===== src/rtl/sprite_pixel_pipe_pkg.sv =====
// Shared constants and helpers for the sprite pixel pipeline.
// Also holds the movement and animation-frame codes used by the game logic.
package sprite_pixel_pipe_pkg;

    localparam int          SPRITE_SIZE = 16;
    localparam int          SCALE_LOG   = 1;
    localparam int          SPRITE_LEN  = SPRITE_SIZE << SCALE_LOG;
    localparam int          FRAME_BITS  = 2;
    localparam logic [11:0] TRANSPARENT = 12'hCBE;
    localparam logic [11:0] BG_COLOR    = 12'hFFF;

    typedef enum logic [2:0] {
        MOVE_NONE  = 3'd0,
        MOVE_UP    = 3'd1,
        MOVE_DOWN  = 3'd2,
        MOVE_LEFT  = 3'd3,
        MOVE_RIGHT = 3'd4
    } move_e;

    typedef enum logic [FRAME_BITS-1:0] {
        FRAME_IDLE  = 2'd0,
        FRAME_WALK0 = 2'd1,
        FRAME_WALK1 = 2'd2,
        FRAME_JUMP  = 2'd3
    } frame_sel_e;

    // Final pixel colour: blanking wins, then sprite miss, then the colour key.
    function automatic logic [11:0] resolve_color(
        input logic        valid,
        input logic        hit,
        input logic [11:0] texel,
        input logic [11:0] key,
        input logic [11:0] bg
    );
        if (!valid)            return 12'h000;
        else if (!hit)         return bg;
        else if (texel == key) return bg;
        else                   return texel;
    endfunction

endpackage


===== src/rtl/sprite_pixel_pipe_delay.sv =====
// Fixed-depth shift-register delay line with a synchronous reset value.
module pipe_delay #(
    parameter int               WIDTH     = 1,
    parameter int               DEPTH     = 1,
    parameter logic [WIDTH-1:0] RESET_VAL = '0
) (
    input  logic             clk,
    input  logic             rst,
    input  logic [WIDTH-1:0] i_d,
    output logic [WIDTH-1:0] o_q
);

    logic [WIDTH-1:0] r_taps [DEPTH];

    // NOTE: every tap is reset on purpose; these carry sync/valid flags, so stale
    // contents after reset would leak out as bogus pixels.
    always_ff @(posedge clk) begin
        if (rst) begin
            for (int i = 0; i < DEPTH; i++) r_taps[i] <= RESET_VAL;
        end else begin
            r_taps[0] <= i_d;
            for (int i = 1; i < DEPTH; i++) r_taps[i] <= r_taps[i-1];
        end
    end

    assign o_q = r_taps[DEPTH-1];

endmodule


===== src/rtl/sprite_pixel_pipe.sv =====
// Three-stage pixel pipeline: sprite hit test and ROM addressing, ROM read,
// then colour resolve, with sync delayed to stay aligned with colour.
module sprite_pixel_pipe #(
    parameter int          SPRITE_SIZE = sprite_pixel_pipe_pkg::SPRITE_SIZE,
    parameter int          SCALE_LOG   = sprite_pixel_pipe_pkg::SCALE_LOG,
    parameter int          FRAME_BITS  = sprite_pixel_pipe_pkg::FRAME_BITS,
    parameter logic [11:0] TRANSPARENT = sprite_pixel_pipe_pkg::TRANSPARENT,
    parameter logic [11:0] BG_COLOR    = sprite_pixel_pipe_pkg::BG_COLOR
) (
    input  logic                                          clk,
    input  logic                                          rst,
    input  logic                                          valid_in,
    input  logic [9:0]                                    h_cnt,
    input  logic [9:0]                                    v_cnt,
    input  logic                                          hsync_in,
    input  logic                                          vsync_in,
    input  logic                                          sprite_en,
    input  logic [9:0]                                    sprite_r,
    input  logic [9:0]                                    sprite_c,
    input  logic [FRAME_BITS-1:0]                         frame_sel,
    output logic [FRAME_BITS+2*$clog2(SPRITE_SIZE)-1:0]   rom_addr,
    input  logic [11:0]                                   rom_data,
    output logic                                          hsync,
    output logic                                          vsync,
    output logic [11:0]                                   color
);
    import sprite_pixel_pipe_pkg::*;

    localparam int          TEX_BITS = $clog2(SPRITE_SIZE);
    localparam logic [10:0] LEN      = 11'(SPRITE_SIZE << SCALE_LOG);

    logic                  r_vsync_prev;
    logic                  r_en_sh;
    logic [9:0]            r_row_sh;
    logic [9:0]            r_col_sh;
    logic [FRAME_BITS-1:0] r_frame_sh;

    logic                  w_frame_start;
    logic [10:0]           w_dv;
    logic [10:0]           w_dh;
    logic                  w_hit;
    logic [TEX_BITS-1:0]   w_tex_row;
    logic [TEX_BITS-1:0]   w_tex_col;
    logic [1:0]            w_hit_valid_d2;
    logic [1:0]            w_sync_d3;

    assign w_frame_start = r_vsync_prev & ~vsync_in;

    // Sprite parameters are only sampled at frame start so a frame never tears.
    always_ff @(posedge clk) begin
        if (rst) begin
            r_vsync_prev <= 1'b1;
            r_en_sh      <= 1'b0;
            r_row_sh     <= '0;
            r_col_sh     <= '0;
            r_frame_sh   <= '0;
        end else begin
            r_vsync_prev <= vsync_in;
            if (w_frame_start) begin
                r_en_sh    <= sprite_en;
                r_row_sh   <= sprite_r;
                r_col_sh   <= sprite_c;
                r_frame_sh <= frame_sel;
            end
        end
    end

    // Offsets are one bit wider so a raster position left/above the sprite shows up as negative.
    assign w_dv      = {1'b0, v_cnt} - {1'b0, r_row_sh};
    assign w_dh      = {1'b0, h_cnt} - {1'b0, r_col_sh};
    assign w_hit     = r_en_sh & valid_in & ~w_dv[10] & ~w_dh[10] & (w_dv < LEN) & (w_dh < LEN);
    assign w_tex_row = TEX_BITS'(w_dv >> SCALE_LOG);
    assign w_tex_col = TEX_BITS'(w_dh >> SCALE_LOG);

    always_ff @(posedge clk) begin
        if (rst) rom_addr <= '0;
        else     rom_addr <= w_hit ? {r_frame_sh, w_tex_row, w_tex_col} : '0;
    end

    pipe_delay #(
        .WIDTH     (2),
        .DEPTH     (2),
        .RESET_VAL (2'b00)
    ) u_hit_valid_delay (
        .clk (clk),
        .rst (rst),
        .i_d ({w_hit, valid_in}),
        .o_q (w_hit_valid_d2)
    );

    pipe_delay #(
        .WIDTH     (2),
        .DEPTH     (3),
        .RESET_VAL (2'b11)
    ) u_sync_delay (
        .clk (clk),
        .rst (rst),
        .i_d ({hsync_in, vsync_in}),
        .o_q (w_sync_d3)
    );

    assign hsync = w_sync_d3[1];
    assign vsync = w_sync_d3[0];

    always_ff @(posedge clk) begin
        if (rst) color <= '0;
        else     color <= resolve_color(w_hit_valid_d2[0], w_hit_valid_d2[1], rom_data,
                                        TRANSPARENT, BG_COLOR);
    end

endmodule


===== config.mk =====
export PLATFORM = sky130hd
export DESIGN_NAME = sprite_pixel_pipe
export DESIGN_NICKNAME = d
export VERILOG_FILES = /design/src/rtl/sprite_pixel_pipe_pkg.sv /design/src/rtl/sprite_pixel_pipe_delay.sv /design/src/rtl/sprite_pixel_pipe.sv
export SDC_FILE = /design/constraint.sdc
export NUM_CORES = 1
export LEC_CHECK = 0
export CORE_UTILIZATION = 51
export DETAILED_ROUTE_END_ITERATION = 8
export PLACE_DENSITY = 0.83
export SYNTH_ARGS = -nofsm -noshare
export SYNTH_HDL_FRONTEND = slang
export SYNTH_SLANG_ARGS = --single-unit

===== constraint.sdc =====
create_clock -name clk -period 3.55 [get_ports clk]
set_input_delay 0.5325 -clock clk [delete_from_list [all_inputs] [get_ports clk]]
set_output_delay 0.5325 -clock clk [all_outputs]
set_load 0.01 [all_outputs]

Word-level counts from Yosys, hierarchy flattened
Memories as Yosys holds them, arrays and structs flattened.
Index checks and enable logic that the tools add are counted.
{"block": "word_totals", "reg_bits": 46, "ram_bits": 10, "in_bits": 60, "wordCells": 42, "mem_count": 2}
{"block": "op_classes", "n_addsub": 2, "n_lt_le_gt_ge": 2, "n_eq_ne": 1, "muxes": 10, "n_bitwise": 16, "reduce_logical": 2}
{"memory": "u_sync_delay.r_taps", "depth": 3, "width": 2, "rd": 3, "rd_clocked_by_memory_dff": 0, "write_ports": 3, "line_no": "sprite_pixel_pipe_delay.sv:13", "text": "logic [WIDTH-1:0] r_taps [DEPTH];"}
{"memory": "u_hit_valid_delay.r_taps", "depth": 2, "width": 2, "rd": 2, "rd_clocked_by_memory_dff": 0, "write_ports": 2, "line_no": "sprite_pixel_pipe_delay.sv:13"}
{"op": "12-bit 2-to-1 mux", "n": 2}
{"op": "11-bit by 6-bit < comparator with 1-bit output (second input constant)", "n": 2}
{"op": "10-bit by 10-bit subtractor with 11-bit output", "n": 2}
{"op": "12-bit equality test (second input constant)", "n": 1}
{"op": "2-bit 2-to-1 mux", "n": 5}
{"op": "1-bit AND", "n": 6}
{"op": "1-bit inverter", "n": 5}
{"op": "1-bit bitwise OR", "n": 5}
{"op": "2-bit OR reduction", "n": 2}
{"op": "1-bit 2-to-1 mux", "n": 3}

Longest topological paths before layout
Gate-level depths: netlist of the first run.
{"block": "logic_depth", "word_depth": 8, "mapped_depth": 9, "ltp_nobuf": 8}

By module
Synthesis of the first run repeated with hierarchy kept, for this count alone.
{"block": "hier_totals", "cells_unflattened": 351, "area_unflattened_um2": 2997.9}
{"mod": "sprite_pixel_pipe", "n_inst": 1, "cells_each": 327, "area_each_um2": 2705.1, "seq_area_each_um2": 920.9}
{"mod": "pipe_delay at u_sync_delay", "n_inst": 1, "cells_each": 14, "area_each_um2": 172.7, "seq_area_each_um2": 120.1}
{"mod": "pipe_delay at u_hit_valid_delay", "n_inst": 1, "cells_each": 10, "area_each_um2": 120.1, "seq_area_each_um2": 80.1}

Worst setup path before layout of the first run
No wires, ideal clock.
{"block": "synth_path", "kind": "input port to flip-flop", "startpoint": "input h_cnt[0]", "endpoint": "register rom_addr[0]", "setup_time_ns": 0.088, "arrival_ns": 2.370, "required_time_ns": 3.462, "slack_ns": 1.092, "path_stages": 9, "path_buffers": 1, "cell_sequence": "nand2b_1 > fa_1 > a21o_2 > a221oi_4 > xnor2_1 > nor4_2 > nand4_1 > buf_6 > nor4_2"}
{"block": "synth_via", "elab_chain_len": 7, "word_cells_on_any_way": 8}
{"element": "start: declaration", "line_no": "sprite_pixel_pipe.sv:13", "text": "input logic [9:0] h_cnt,"}
{"element": "10-bit by 10-bit subtractor with 11-bit output *", "line_no": "sprite_pixel_pipe.sv:70", "text": "assign w_dh = {1'b0, h_cnt} - {1'b0, r_col_sh};"}
{"element": "branches (longest 6 deep; another with 11-bit by 6-bit < comparator with 1-bit output)"}
{"element": "end signal: assignment", "line_no": "sprite_pixel_pipe.sv:77", "text": "else rom_addr <= w_hit ? {r_frame_sh, w_tex_row, w_tex_col} : '0;"}
{"element": "end: declaration", "line_no": "sprite_pixel_pipe.sv:21", "text": "output logic [FRAME_BITS+2*$clog2(SPRITE_SIZE)-1:0] rom_addr,"}
Every way passes the cells marked *.
A chain may end at the register's enable or synchronous reset.

Worst setup path in the final report of the first run
{"block": "layout_path", "startpoint": "input h_cnt[0]", "endpoint": "register rom_addr[5]"}
{"block": "layout_via", "elab_chain_len": 7, "word_cells_on_any_way": 8}
{"element": "10-bit by 10-bit subtractor with 11-bit output *", "line_no": "sprite_pixel_pipe.sv:70"}
{"element": "branches (longest 3 deep; another with 11-bit by 6-bit < comparator with 1-bit output)"}
{"element": "1-bit AND *", "line_no": "sprite_pixel_pipe.sv:71", "text": "assign w_hit = r_en_sh & valid_in & ~w_dv[10] & ~w_dh[10] & (w_dv < LEN) & (w_dh < LEN);"}
{"element": "1-bit inverter (no line) *"}
{"element": "2-bit OR reduction (no line) *"}
Marked as above.

==> results.md, run 1 <==
* Synth area leaders: dfxtp_1 (39%), ha_1 (8.1%), a21oi_1 (7.5%)
* Detailed Route WL at roughly 6.2 mm
* CP Data Required Time at 3750 ps
* Top cells by count, synth: dfxtp_1 (55), nand2_1 (50), a21oi_1 (42), inv_1 (30), ha_1 (18)
* Slew headroom at around 28%
* Clock Tree Buf Depth at 2
* Detail Route Antenna Nets at 0
* Post-synthesis net count at ~410
* Start point of the critical path: h_cnt[0]
* Total power draw at about 0.0014 W
* Ports at between 80 and 90
* Fin nets at between 400 and 500
* Crit end category: register
* Clock sink count at between 50 and 60
* Antenna cells at 0
* Area grow syn2layout at 36.13%
* Setup Viol. Count Final at 0
* H-tree levels at 2
* Final Max Tran Viols at 0
* CP Launch Type: input pin
* Most frequent cell after synthesis: dfxtp_1
* FF+latch count, synth at 55
* 1st-iter DRT viols at 83
* Clock transition at the registers of the reported paths at around 100 ps
* Crit path max-delay cell type: fa_1
* Total grt overflow at 0
* Hold path startpoint: u_sync_delay.r_taps[0][2]
* Initial antenna violation count at 0
* Clk_lat worst skew at about 310 ps
* Primary FF master, synth: dfxtp_1
* Area leader, netlist: dfxtp_1
* Period utilization at between 70% and 80%
* Setup CP Type: input pin to register
* Number of global-route vias before repair at roughly 2400
* Syn Inst Count at around 330
* Cell Chain, Critical Path: clkdlybuf4s50_1 -> nand2b_1 -> fa_1 -> a21o_2 -> a221oi_4 -> xnor2_1 -> nor4_2 -> nand4_1 -> buf_4 -> nor4_2
* Total global-route track usage at between 20% and 30%
* RSZ-0062 raised after global routing: no
* Die ar. at a little under 6000 um2
* Util after Layout at between 70% and 80%
* Worst Path Arrival at about 3000 ps
* Num CTS Buffers at 5
* Initial core utilization at around 54%
* Worst-Margin Slew at about 1100 ps
* Min Tclk post-route at 2806 ps
* EDFF count, synth at 0
* First-pass DRT Iterations at 4
* Global-route wire length before repair at around 11 mm
* Average size of a mapped cell at approximately 8.6 um2
* CTS tree: built
* Width of the chip at ~76 um
* Max Cap Viol at 0
* Core outline area at ~5200 um2
* Netlist Area Pre-Place at 2788 um2
* Top delay family on crit path: simple AND/OR/NAND/NOR gates
* Resized cells post-CTS at 0
* Outcome: finished, final reports clean
* Setup TNS at 0 ps
* Layout cell share with drive strength beyond 1 at 9.337%
* Max incr delay on CP at around 420 ps
* Placer Congestion at 0.8329
* Hpwl dp at around 4.7 mm
* Post-CTS Setup Bufs at 0
* Worst path most repeated cell: nor4_2
* CTS hold repair buffers at 0
* Max Fclk at between 0.3 and 0.4 GHz
* R2r setup slk at around 1100 ps
* Clk_skew at approximately 9.7 ps
* Num rows at 26
* Peak fanout along the critical path at 11
* Sequential area share after synthesis at 39.50%
* HP Class: register to register
* Wire per inst at 13.09 um
* Final Hold Viols at 0
* Peak supply drop at around 0.00018 V
* Synth Warn # at 0
* Yosys cell types at 50
* Root buf cell: clkbuf_8
* FILL cells at between 400 and 500
* WP buf/inv at 2
* Worst reg2reg path startpoint: r_col_sh[5]
* Power per Cell Area at around 370 nW/um2
* DRC at 0
* Chip Height at approximately 76 um
* Vias at about 2500
* Leak at about 1.5 nW
* Area share of the largest cell type after synthesis at 39.50%
* Vias/cell at 5.235
* Port bufs at a little over 80
* Post-synth ARST share at 0%
* Largest net degree at the start of global routing at 33
## cells by family after synthesis
kind of cell               synth area share (%)
and+or+nand+nor                           21.68
xor gates and xnor gates                  3.142
AOI/OAI and AO/OA                         19.17
buffers and inverters                     6.284
adders and majority gates                 9.515
muxes                                    0.7182
DFF                                       39.50
## per-layer routing
| metal | part of all wire [%] | global-route usage (%) | up-vias |
|---|---|---|---|
| li1 | - | - | 1271 |
| met1 | 44 | 28.81 | 1134 |
| met2 | 50 | 41.18 | 83 |
| met3 | 4.0 | 3.855 | 9 |
| met4 | 1.5 | 7.692 | 0 |
| met5 | 0 | 0 | - |
## per-stage QoR
stage	hold slack, ps	worst slack, ps	std cells	instance area (um2)
detailed placement	398.4	470.1	470	3689
finish	418.8	743.7	477	3795
global route	439.4	587.5	477	3795
floorplan	389.5	1092	326	2788
CTS	420.7	716.7	477	3795
global placement	392.1	540.6	470	3689
## cells in the final DEF, fill, tap and decap left out, drive strengths merged, types with 4 or more instances in the layout
cell type / instances
a21o: 4
xnor2: 5
or2: 6
inv: 30
nor2: 14
dfxtp: 55
ha: 18
xor2: 5
clkbuf: 5
nor4: 12
nand2b: 6
o21ai: 16
clkdlybuf4s50: 83
nand2: 50
buf: 5
a21oi: 42
nor2b: 6
## sequential cells by signal, summed over array words and instances (netlist names)
name,flops
r_row_sh,10
u_sync_delay.r_taps,6
color,12
rom_addr,10
r_frame_sh,2
r_en_sh,1
u_hit_valid_delay.r_taps,4
r_col_sh,10
## area by class of cell
class                   count  area (um2)  area share (%)
flip-flops and latches     55        1101           29.01
well taps                  70       87.58           2.308
clock buffers               5       68.82           1.813
clock inverters             2       37.54          0.9891
multi-input cells         227        1519           40.03
inverters                  30       112.6           2.967
repair buffers             88       868.3           22.88
## path summary, 6_finish.rpt
path,to,depth (start not counted)
max reg2reg,rom_addr[5],7
min reg2reg,u_sync_delay.r_taps[0][4],1
max,rom_addr[5],10
min,u_sync_delay.r_taps[0][4],1
## where the power goes
group / switching [W] / internal (W) / total (W) / leakage (nW)
logic: 0.000177 / 0.000169 / 0.000346 / 0.951
registers: 0.00000935 / 0.000638 / 0.000648 / 0.449
clock network: 0.000197 / 0.000206 / 0.000403 / 0.0502
total: 0.000383 / 0.00101 / 0.00140 / 1.45
No activity file was read; power rests on OpenSTA's default activity.
==> run 2, diff against run 1 <==
Settings changed: CORE_UTILIZATION 51 to 47, PLACE_DENSITY 0.83 to 0.77.
Clock period 3.55 ns to 2.6 ns, I/O delays scaled along.
==> run 2 against run 1 <==
Clock power grew 37%. Sequential power grew 36%. Clock skew shrank 3.7 ps. Final cell count grew 4.6%. Power grew 40%. Sequential share of layout area shrank 1.3 points. Core utilization shrank 2.4 points. Highest routed layer unchanged.
==> results.md, run 2 (synthesis results as in run 1) <==
* Outcome: finished, final reports clean
* Width of the chip at 79.02 um
* Largest Register: color
* Ports at 84
* Worst reg2reg path startpoint: r_row_sh[4]
* Placed standard-cell area at between 3000 and 4000 um2
* HP Class: register to register
* Start point of the critical path: v_cnt[1]
* Peak fanout along the critical path at 5
* Detail Route Antenna Nets at 0
* Clock sink count at 55
* Leading cell types in the layout, fill and taps excluded: clkdlybuf4s50_1 (83), dfxtp_1 (55), nand2_1 (50), a21oi_1 (42), inv_1 (30)
* Power per Cell Area at 492.3 nW/um2
* Slew headroom at a little over three fifths
* Worst-Margin Slew at ~550 ps
* CTS hold repair buffers at 0
* Detailed Route WL at roughly 6.5 mm
* Final Hold Viols at 0
* Clk_lat worst skew at just over 300 ps
* CTS tree: built
* Hold path startpoint: u_sync_delay.r_taps[0][2]
* Total grt overflow at 0
* Setup Viol. Count Final at 0
* 1st-iter DRT viols at 49
* Hpwl dp at a little under 5 mm
* Wire per inst at 13.07 um
* Area grow syn2layout at 42.68%
* Total global-route track usage at 21.76%
* Reg-to-reg endpoint: rom_addr[5]
* CP Launch Type: input pin
* DRC at 0
* Initial antenna violation count at 0
* CP Data Required Time at 2810 ps
* Root buf cell: clkbuf_8
* Worst Setup EP: rom_addr[5]
* H-tree levels at 2
* RSZ-0062 raised after global routing: yes
* Peak supply drop at around 0.00023 V
* Num CTS Buffers at 5
* Setup TNS at 0 ps
* Clk_skew at 6.038 ps
* Number of global-route vias before repair at about 2400
* Layout cell share with drive strength beyond 1 at 14.29%
* Final setup margin at 133.6 ps
* Setup WS pre-CTS at -259.0 ps
* Port bufs at 83
* Antenna cells at 0
* FILL cells at between 400 and 500
* Placer Congestion at between 0.8 and 0.9
* Most common cell after layout, fill and taps aside: clkdlybuf4s50_1
* Total power draw at 0.001958 W
* Core outline area at 5608 um2
* Vias at approximately 2500
* Initial core utilization at 49.71%
* Largest net degree at the start of global routing at 33
* R2r setup slk at about 330 ps
* Worst Path Arrival at 2680 ps
* Leak at around 1.6 nW
* Setup CP Type: input pin to register
* Die ar. at 6243 um2
* Global-route wire length before repair at 10.64 mm
* Chip Height at 79.02 um
* First-pass DRT Iterations at 4
* Worst reg2reg path depth at 9
* Clock Tree Buf Depth at 2
* Num rows at 27
* Final hold slack at 414.5 ps
* Final Max Tran Viols at 0
* Number of flip-flops under the largest register name at 12
* Fin nets at 507
* Min Tclk post-route at about 2500 ps
* Max Cap Viol at 0
* Crit end category: register
* Period utilization at a little over nine tenths
* Vias/cell at ~5.1
* Post-Layout Inst Area at just under 4000 um2
* Clock transition at the registers of the reported paths at roughly 90 ps
* Max Fclk at around 0.4 GHz
run 2: cell count changes in the layout (fill, tap and decap cells not counted), sizes merged:
cell  delta
buf     +20
run 2: where the power goes:
part           switching [W]  total [W]  internal [W]  leakage (nW)
Combinational       0.000259   0.000523      0.000264          1.06
Sequential         0.0000126   0.000884      0.000872         0.449
Clock               0.000269   0.000551      0.000282        0.0502
run 2: repair_timing:
action	in CTS	in global routing
gates resized for setup	0	6
buffers inserted	0	1
endpoints found under the setup margin	0	11
run 2: layout make-up:
cell class                      count  area [um2]  share of cell area (%)
Inverter                           30       112.6                   2.831
Timing Repair Buffer              108        1020                   25.64
Multi-Input combinational cell    227        1548                   38.91
Clock buffer                        5       68.82                   1.730
Clock inverter                      2       37.54                  0.9437
Sequential cell                    55        1101                   27.68
Tap cell                           72       90.09                   2.265
run 2: routing by layer:
metal  wire [um]  global-route usage [%]  vias to the layer above
li1            -                       -                     1307
met1        2907                   26.59                     1132
met2        3245                   38.10                       76
met3         285                   3.793                        7
met4          81                   7.818                        0
met5           0                       0                        -
run 2: worst min path at each step:
stage	to	slack (ps)	depth (start not counted)
2_1_floorplan	u_sync_delay.r_taps[0][3]	390	1
3_3_place_gp	u_sync_delay.r_taps[0][4]	390	1
3_5_place_dp	u_sync_delay.r_taps[0][4]	390	1
4_1_cts	u_sync_delay.r_taps[0][4]	420	1
5_1_grt	u_sync_delay.r_taps[0][4]	430	1
6_report	u_sync_delay.r_taps[0][4]	410	1
run 2: through the flow:
| step | std cells | utilization [%] |
|---|---|---|
| final | 499 | 70.93 |
| after global routing | 499 | 70.93 |
| after CTS | 497 | 70.12 |
| after detailed placement | 490 | 68.23 |
| after global placement | 490 | 68.23 |
| after floorplan | 326 | - |
run 2: worst max-delay path, stage by stage:
cell and delay, ps:
clkdlybuf4s50_1 500, inv_1 70, fa_1 430, nand2b_1 170, nand2b_1 100, a221o_1 180
mux2i_1 240, o311ai_2 170, buf_4 200, nor4_2 230
